## config.mk

```make
export PLATFORM = sky130hd
export DESIGN_NAME = sevenseg_scan
export DESIGN_NICKNAME = d
export VERILOG_FILES = /design/src/rtl/sevenseg_pkg.sv /design/src/rtl/sevenseg_scan_timer.sv /design/src/rtl/sevenseg_scan.sv
export SDC_FILE = /design/constraint.sdc
export NUM_CORES = 1
export LEC_CHECK = 0
export ABC_AREA = 1
export BUFFER_PORTS_ARGS = -buffer_cell sky130_fd_sc_hd__buf_2
export CORE_MARGIN = 3
export CORE_UTILIZATION = 40
export CTS_CLUSTER_DIAMETER = 40
export DETAILED_ROUTE_END_ITERATION = 7
export SETUP_SLACK_MARGIN = 0.2
export SYNTH_ARGS = -nofsm -noshare
export SYNTH_HDL_FRONTEND = slang
export SYNTH_SLANG_ARGS = --single-unit
```

## constraint.sdc

```tcl
create_clock -name clk -period 4.5 [get_ports clk]
set_input_delay 0.9 -clock clk [delete_from_list [all_inputs] [get_ports clk]]
set_output_delay 0.9 -clock clk [all_outputs]
set_load 0.1 [all_outputs]
```

## src/rtl/sevenseg_pkg.sv

```systemverilog
// sevenseg_pkg: shared scan state type, default timing constants and anode fill helper
package sevenseg_pkg;

   typedef enum logic [1:0] {IDLE, GUARD, DRIVE} scan_state_t;

   localparam int DEF_NUM_DIGITS   = 8;
   localparam int DEF_REFRESH_DIV  = 100000;
   localparam int DEF_GUARD_CYCLES = 16;
   localparam int MAX_DIGITS       = 32;

   // all anodes released (active-low) for an n-digit display
   function automatic logic [MAX_DIGITS-1:0] anode_off(input int n);
      anode_off = '0;
      for (int i = 0; i < MAX_DIGITS; i++) anode_off[i] = (i < n);
   endfunction

endpackage

```

## src/rtl/sevenseg_scan_timer.sv

```systemverilog
// scan_timer: slot counter and digit index with wrap detect; SEVENSEG_SCAN_GUARD_EN adds slot/guard terminal counts
module scan_timer
   import sevenseg_pkg::*;
#(
   parameter int NUM_DIGITS  = DEF_NUM_DIGITS,
   parameter int REFRESH_DIV = DEF_REFRESH_DIV
`ifdef SEVENSEG_SCAN_GUARD_EN
   ,
   parameter int GUARD_CYCLES = DEF_GUARD_CYCLES
`endif
) (
   input  logic                          clk,
   input  logic                          rst_n,
   input  logic                          run,
   output logic [$clog2(NUM_DIGITS)-1:0] idx,
`ifdef SEVENSEG_SCAN_GUARD_EN
   output logic                          slot_end,
   output logic                          guard_end,
`endif
   output logic                          wrap
);

   localparam int CW = $clog2(REFRESH_DIV);
   localparam int IW = $clog2(NUM_DIGITS);

   logic [CW-1:0] cnt;
   logic          tc;
   logic          last;

   assign last = idx == IW'(NUM_DIGITS - 1);
   assign tc   = run && cnt == CW'(REFRESH_DIV - 1);
   assign wrap = tc && last;
`ifdef SEVENSEG_SCAN_GUARD_EN
   assign slot_end  = tc;
   assign guard_end = cnt == CW'(GUARD_CYCLES - 1);
`endif

   // count cycles within a slot and step the digit index; both park at zero while not running
   always_ff @(posedge clk or negedge rst_n)
      if (!rst_n) begin
         cnt <= '0;
         idx <= '0;
      end else if (!run) begin
         cnt <= '0;
         idx <= '0;
      end else begin
         cnt <= tc ? '0 : cnt + CW'(1);
         idx <= !tc ? idx : last ? '0 : idx + IW'(1);
      end

endmodule

```

## src/rtl/sevenseg_scan.sv

```systemverilog
// sevenseg_scan: multiplexed hex digit scanner with frame-synchronous double buffering; SEVENSEG_SCAN_GUARD_EN adds anode-off guard cycles
module sevenseg_scan
   import sevenseg_pkg::*;
#(
   parameter int NUM_DIGITS   = DEF_NUM_DIGITS,
   parameter int REFRESH_DIV  = DEF_REFRESH_DIV,
   parameter int GUARD_CYCLES = DEF_GUARD_CYCLES
) (
   input  logic                    clk,
   input  logic                    rst_n,
   input  logic                    enable,
   input  logic                    load,
   input  logic [4*NUM_DIGITS-1:0] value,
   input  logic [NUM_DIGITS-1:0]   dp_in,
   output logic [NUM_DIGITS-1:0]   an,
   output logic [3:0]              num,
   output logic                    dp,
   output logic                    frame_tick,
   output logic                    busy
);

   localparam int IW = $clog2(NUM_DIGITS);
   localparam logic [NUM_DIGITS-1:0] AN_OFF = NUM_DIGITS'(anode_off(NUM_DIGITS));

   if (NUM_DIGITS < 2 || NUM_DIGITS > MAX_DIGITS || REFRESH_DIV < 2 || GUARD_CYCLES >= REFRESH_DIV) begin : g_bad_params
      $error("sevenseg_scan: invalid parameter set");
   end

   scan_state_t             state;
   logic [IW-1:0]           idx;
   logic                    wrap;
   logic                    run;
   logic [4*NUM_DIGITS-1:0] act_val, sh_val;
   logic [NUM_DIGITS-1:0]   act_dp, sh_dp;
   logic                    pending;

   assign run  = enable && state != IDLE;
   assign busy = pending;

`ifdef SEVENSEG_SCAN_GUARD_EN
   logic slot_end, guard_end;

   scan_timer #(
      .NUM_DIGITS  (NUM_DIGITS),
      .REFRESH_DIV (REFRESH_DIV),
      .GUARD_CYCLES(GUARD_CYCLES)
   ) u_timer (
      .clk      (clk),
      .rst_n    (rst_n),
      .run      (run),
      .idx      (idx),
      .slot_end (slot_end),
      .guard_end(guard_end),
      .wrap     (wrap)
   );

   // every slot opens with guard cycles before its anode is driven
   always_ff @(posedge clk or negedge rst_n)
      if (!rst_n) state <= IDLE;
      else state <= !enable ? IDLE :
                    state == IDLE  ? GUARD :
                    state == GUARD ? (guard_end ? DRIVE : GUARD) :
                    (slot_end ? GUARD : DRIVE);
`else
   scan_timer #(
      .NUM_DIGITS (NUM_DIGITS),
      .REFRESH_DIV(REFRESH_DIV)
   ) u_timer (
      .clk  (clk),
      .rst_n(rst_n),
      .run  (run),
      .idx  (idx),
      .wrap (wrap)
   );

   // without guard cycles the anode is driven for the whole slot
   always_ff @(posedge clk or negedge rst_n)
      if (!rst_n) state <= IDLE;
      else state <= enable ? DRIVE : IDLE;
`endif

   // shadow takes loads; active only changes on a frame wrap so a frame is never torn
   always_ff @(posedge clk or negedge rst_n)
      if (!rst_n) begin
         act_val <= '0;
         act_dp  <= '0;
         sh_val  <= '0;
         sh_dp   <= '0;
         pending <= 1'b0;
      end else if (wrap) begin
         act_val <= load ? value : pending ? sh_val : act_val;
         act_dp  <= load ? dp_in : pending ? sh_dp : act_dp;
         pending <= 1'b0;
      end else if (load) begin
         sh_val  <= value;
         sh_dp   <= dp_in;
         pending <= 1'b1;
      end

   // registered display outputs; a dropped enable blanks the anodes on the very next cycle
   always_ff @(posedge clk or negedge rst_n)
      if (!rst_n) begin
         an         <= AN_OFF;
         num        <= '0;
         dp         <= 1'b1;
         frame_tick <= 1'b0;
      end else begin
         an         <= (enable && state == DRIVE) ? ~(NUM_DIGITS'(1) << idx) : AN_OFF;
         num        <= act_val[{idx, 2'b00} +: 4];
         dp         <= ~act_dp[idx];
         frame_tick <= wrap;
      end

endmodule

```

# After elaboration in Yosys (flattened, before gate mapping)
# Index checks and enable logic that the tools add are counted.
# totals
regBits,117
word_cells,48
in_bits,44
out_inout_bits,15
# classes
n_lt_le_gt_ge,1
n_eq_ne,4
mux,15
n_shift,2
reduce_logical,9
addsub,2
bitwise,3
# op_table
cell,count
32-bit two-way mux,2
17-bit two-way mux,2
32-bit by 6-bit indexed part select with 4-bit output,1
8-bit two-way mux,3
17-bit by 1-bit adder with 17-bit output (second input constant),1
17-bit == test (second input constant),1
3-bit two-way mux,3
8-bit inverter,1
1-bit by 3-bit << shifter with 8-bit output (first input constant),1
2-bit nonzero test,3
1-bit logical AND,4
3-bit by 4-bit less-than comparator with 1-bit output (second input constant),1
2-bit AND reduction,2
3-bit by 1-bit adder with 3-bit output (second input constant),1
1-bit binary-select mux with 3-bit select,1
3-bit == test (second input constant),1
1-bit two-way mux,3
2-bit == test (second input constant),1
2-bit two-way mux,1
2-bit != test (second input constant),1
1-bit inverter,2

# Longest topological paths before layout
# depth
depth_word,6
depth_mapped,9
ltp_nobuf,9

# Cells and area by module
# From an unflattened synthesis, not the netlist that was laid out.
# hier_totals
cells_unflattened,699
area_unflattened_um2,5729.2
# modules_own_cells
module,seq_area_each_um2,area_each_um2,instances,cells_per_inst
sevenseg_scan,2413.6,4569.4,1,554
scan_timer,500.5,1159.9,1,145

# Worst setup path before layout
# OpenSTA, ideal clock, no wires.
# synth_timing
kind,input to register
startpoint,input port load
endpoint,register act_dp[0]
required_ps,4384
cell_stages,5
arrival_time_ps,1750
setup_ps,116
path_buffers,2
setup_slack_ps,2633
path_cell_list,buf_2 > buf_2 > mux2_2 > nand3_1 > nand2_1
# synth_between
elab_chain_len,2
word_cells_on_any_way,3
cone_classes,mux (1); reduce/logical (2)
# synth_lines
element,line_no,text
"start, declared",sevenseg_scan.sv:12,"input logic load,"
2-bit nonzero test (no line),n/a,
2-bit AND reduction (no line),n/a,
"end signal, assigned",sevenseg_scan.sv:92,act_dp <= load ? dp_in : pending ? sh_dp : act_dp;
"end, declared",sevenseg_scan.sv:34,"logic [NUM_DIGITS-1:0] act_dp, sh_dp;"
# Parallel ways exist; a longest one is shown, timed or not.
# A chain may end at the register's enable or synchronous reset.

# Worst setup path after layout
# layout_timing
startpoint,register u_timer.idx[0]
endpoint,register sh_val[28]
# layout_between
elab_chain_len,4
# layout_lines
element,line_no,text
"start, declared",sevenseg_scan_timer.sv:15,"output logic [$clog2(NUM_DIGITS)-1:0] idx,"
"start signal, assigned",sevenseg_scan_timer.sv:48,idx <= !tc ? idx : last ? '0 : idx + IW'(1);
3-bit == test,sevenseg_scan_timer.sv:30,assign last = idx == IW'(NUM_DIGITS - 1);
1-bit logical AND,sevenseg_scan_timer.sv:32,assign wrap = tc && last;
1-bit inverter (no line),n/a,
2-bit AND reduction (no line),n/a,
"end signal, assigned",sevenseg_scan.sv:95,sh_val <= value;
"end, declared",sevenseg_scan.sv:33,"logic [4*NUM_DIGITS-1:0] act_val, sh_val;"
# No other way between the ends.

==> results.ini <==
[floorplan]
fp.dieArea_mm2 = 0.0158
io_pins = 59
num_rows = 43
initial_core_util_pct = 41.2
core_area_mm2 = 0.0139
die_x_um = 126
dieHeight_um = 126

[clocking]
path_clk_slew_ns = 0.05
postCtsSetupRepairBufs = 0
hold_buffers = 0
clock_path_buffers = 2
cts_resized = 0
clock-root-buffer = clkbuf_16
cts_max_level = 4
cts_tree = built
clk_latency_ns = 0.41
cts_sinks = 116
cts_buffers = 17

[setup_path]
arrival_ns = 3.30
crit_path_max_incr_delay_ns = 0.82
cp-end-kind = register
path_cells = ha_1 -> ha_1 -> inv_1 -> nor2_2 -> nand4_4 -> buf_4 -> nand2_2 -> nand2_1 -> nand2_1
critPathMaxFanout = 42
critPathSlowestCell = dfrtp_1
crit_path_start_kind = register
crit_type = register to register
critPathRequiredTime_ns = 4.85

[cells_and_area]
nNetsFinal = 751
fillers = 1360
areaGrowthSynthToFinish_pct = 14.6
register_area_mm2 = 0.00291
antenna_cells = 0
final_area_mm2 = 0.00657
final_cell_mix = nand2_1 (217), dfrtp_1 (107), nand3_1 (99)
multiInputGateArea_mm2 = 0.00248
drive_gt1_share_pct = 21.8
final_common_cell = nand2_1
final_cell_count_no_fill = 891

[detailed_routing]
highest_layer = met4
drtIter0Drc = 284
wirelength_um = 12800
drtPass1Iterations = 6
vias = 4500
via_per_inst = 5.05
wl_met2_um = 5820
met1_length_um = 6260
wl_per_cell_um = 14.3
route.met3.wl_um = 469
detail-route-antenna-nets = 0
drcViolationCount = 0

[sta]
period_share_pct = 65.6
min_period_ns = 2.95
fin_tns_setup_ns = 0
slew_viol_final = 0
tightest_slew_ns = 0.997
hold_viol = 0
setup_viol = 0
skew_ns = 0.00688
fmax_mhz = 339
slew_headroom_pct = 33.4
rsz0062_at_grt = false

[placement]
placed_cells = 861
place_congestion = 0.840
place_area_mm2 = 0.00604
port_buffers = 58
post-dp-hpwl_um = 8590

[grt]
grt_pass1_wl_um = 22100
grt_pass1_vias = 4411
antenna_found_initial = 0
track_usage_pct = 17.3
grt_overflow = 0
grt_max_degree = 80

[pwr]
power_frac_seq_pct = 44.8
switchingPower_mw = 0.542
p_int_mw = 1.91
p_sw_share_pct = 22.1
leakagePower_nw = 3.29
clock_power_share_pct = 49.0
peakVddDrop_v = 0.000312
power.density_mw_per_mm2 = 373
p_comb_share_pct = 6.2

[logic_synthesis]
ys_seq_elements = 116
synthesis.nets = 708
yosys_warnings = 0
ys_seq_area_share_pct = 50.8
syn-cell-area_mm2 = 0.00573
synth_cell_types = 34
synth_area_leaders = dfrtp_1 (47%), nand2_1 (14%), nand3_1 (8.6%)
yosys.area.top_type_share_pct = 46.7
avgSynthCellArea_um2 = 8.73
synth_cells = 657
synth_top_cell_by_area = dfrtp_1

[run_status]
status = complete, no violations

[hold_path]
hp-class = register to register

[run]
drv_cap = 0

==> stage by stage <==
| stage | total power, mW | worst slack, ns | util [%] | hold slack [ns] |
|---|---|---|---|---|
| after floorplan | 1.20 | 2.63 | - | 0.431 |
| final | 2.45 | 1.55 | 47.2 | 0.464 |
| after global routing | 2.55 | 1.29 | 47.2 | 0.488 |
| after detailed placement | 1.27 | 1.59 | 43.4 | 0.454 |
| after CTS | 2.48 | 1.57 | 47.2 | 0.467 |
| after global placement | 1.26 | 1.62 | 43.4 | 0.446 |
==> critical path: cells and delay by family (launching register included) <==
kind	cells	cell delay (ns)
flops	1	0.82
fa+ha+maj	2	0.44
buf+inv	2	0.34
simple gates	5	1.23
==> power by group through the flow <==
| stage | combinational [mW] | sequential [mW] | clock (mW) |
|---|---|---|---|
| final | 0.152 | 1.10 | 1.20 |
| after global routing | 0.173 | 1.10 | 1.27 |
| after CTS | 0.155 | 1.10 | 1.23 |
| after detailed placement | 0.154 | 1.11 | 0 |
| after global placement | 0.150 | 1.11 | 0 |
| after floorplan | 0.0902 | 1.11 | 0 |
==> final cells by class <==
class                   count  area share (%)
flip-flops and latches    116            44.3
clock inverters             5           0.381
repair buffers             63            5.03
multi-input cells         477            37.7
well taps                 180            3.43
inverters                  25            1.43
clock buffers              25            7.69
==> registers in the layout, summed over array words and instances (netlist names) <==
register	flops
act_val	32
sh_val	32
u_timer.cnt	17
act_dp	8
an	8
sh_dp	8
num	4
u_timer.idx	3
busy	1
dp	1
frame_tick	1
state	1
==> routing by layer <==
| metal | vias to the layer above | track usage (%) |
|---|---|---|
| met2 | 92 | 25.9 |
| met3 | 16 | 4.28 |
| li1 | 2228 | - |
| met1 | 2164 | 24.2 |
| met5 | - | 0 |
| met4 | 0 | 6.88 |
==> synth_stat cells (all sizes together) <==
library cell and count:
nand3 102, inv 23, clkinv 2, or2 1
mux2 40, dfrtp 107, nor2 60, xor2 5
nor3 6, ha 7, clkbuf 13, nor3b 2
o22ai 8, buf 26, a21oi 3, dfstp 9
a32oi 1, o21bai 1, o21ai 18, nand4 4
nand2 219
==> cells by family after synthesis <==
family                   after synthesis  synth area share (%)
AO/OA/AOI/OAI                         31                  2.99
XOR/XNOR                               5                 0.764
adder cells (fa/ha/maj)                7                  1.53
buffers and inverters                 64                  5.98
flip-flops                           116                  50.8
multiplexers                          40                  7.86
AND/OR/NAND/NOR                      394                  30.1
==> path summary, 6_finish.rpt <==
kind | startpoint | end | slack, ns | cells after the start
worst max-delay path | u_timer.idx[0] | sh_val[28] | 1.55 | 9
worst min-delay path | u_timer.cnt[0] | u_timer.cnt[0] | 0.46 | 1
worst max register to register | u_timer.idx[0] | sh_val[28] | 1.55 | 9
worst min register to register | u_timer.cnt[0] | u_timer.cnt[0] | 0.46 | 1
max in group asynchronous | rst_n | sh_val[1] | 3.00 | 2
min in group asynchronous | rst_n | u_timer.cnt[6] | 0.66 | 1
Power figures use the tool's default switching activity.
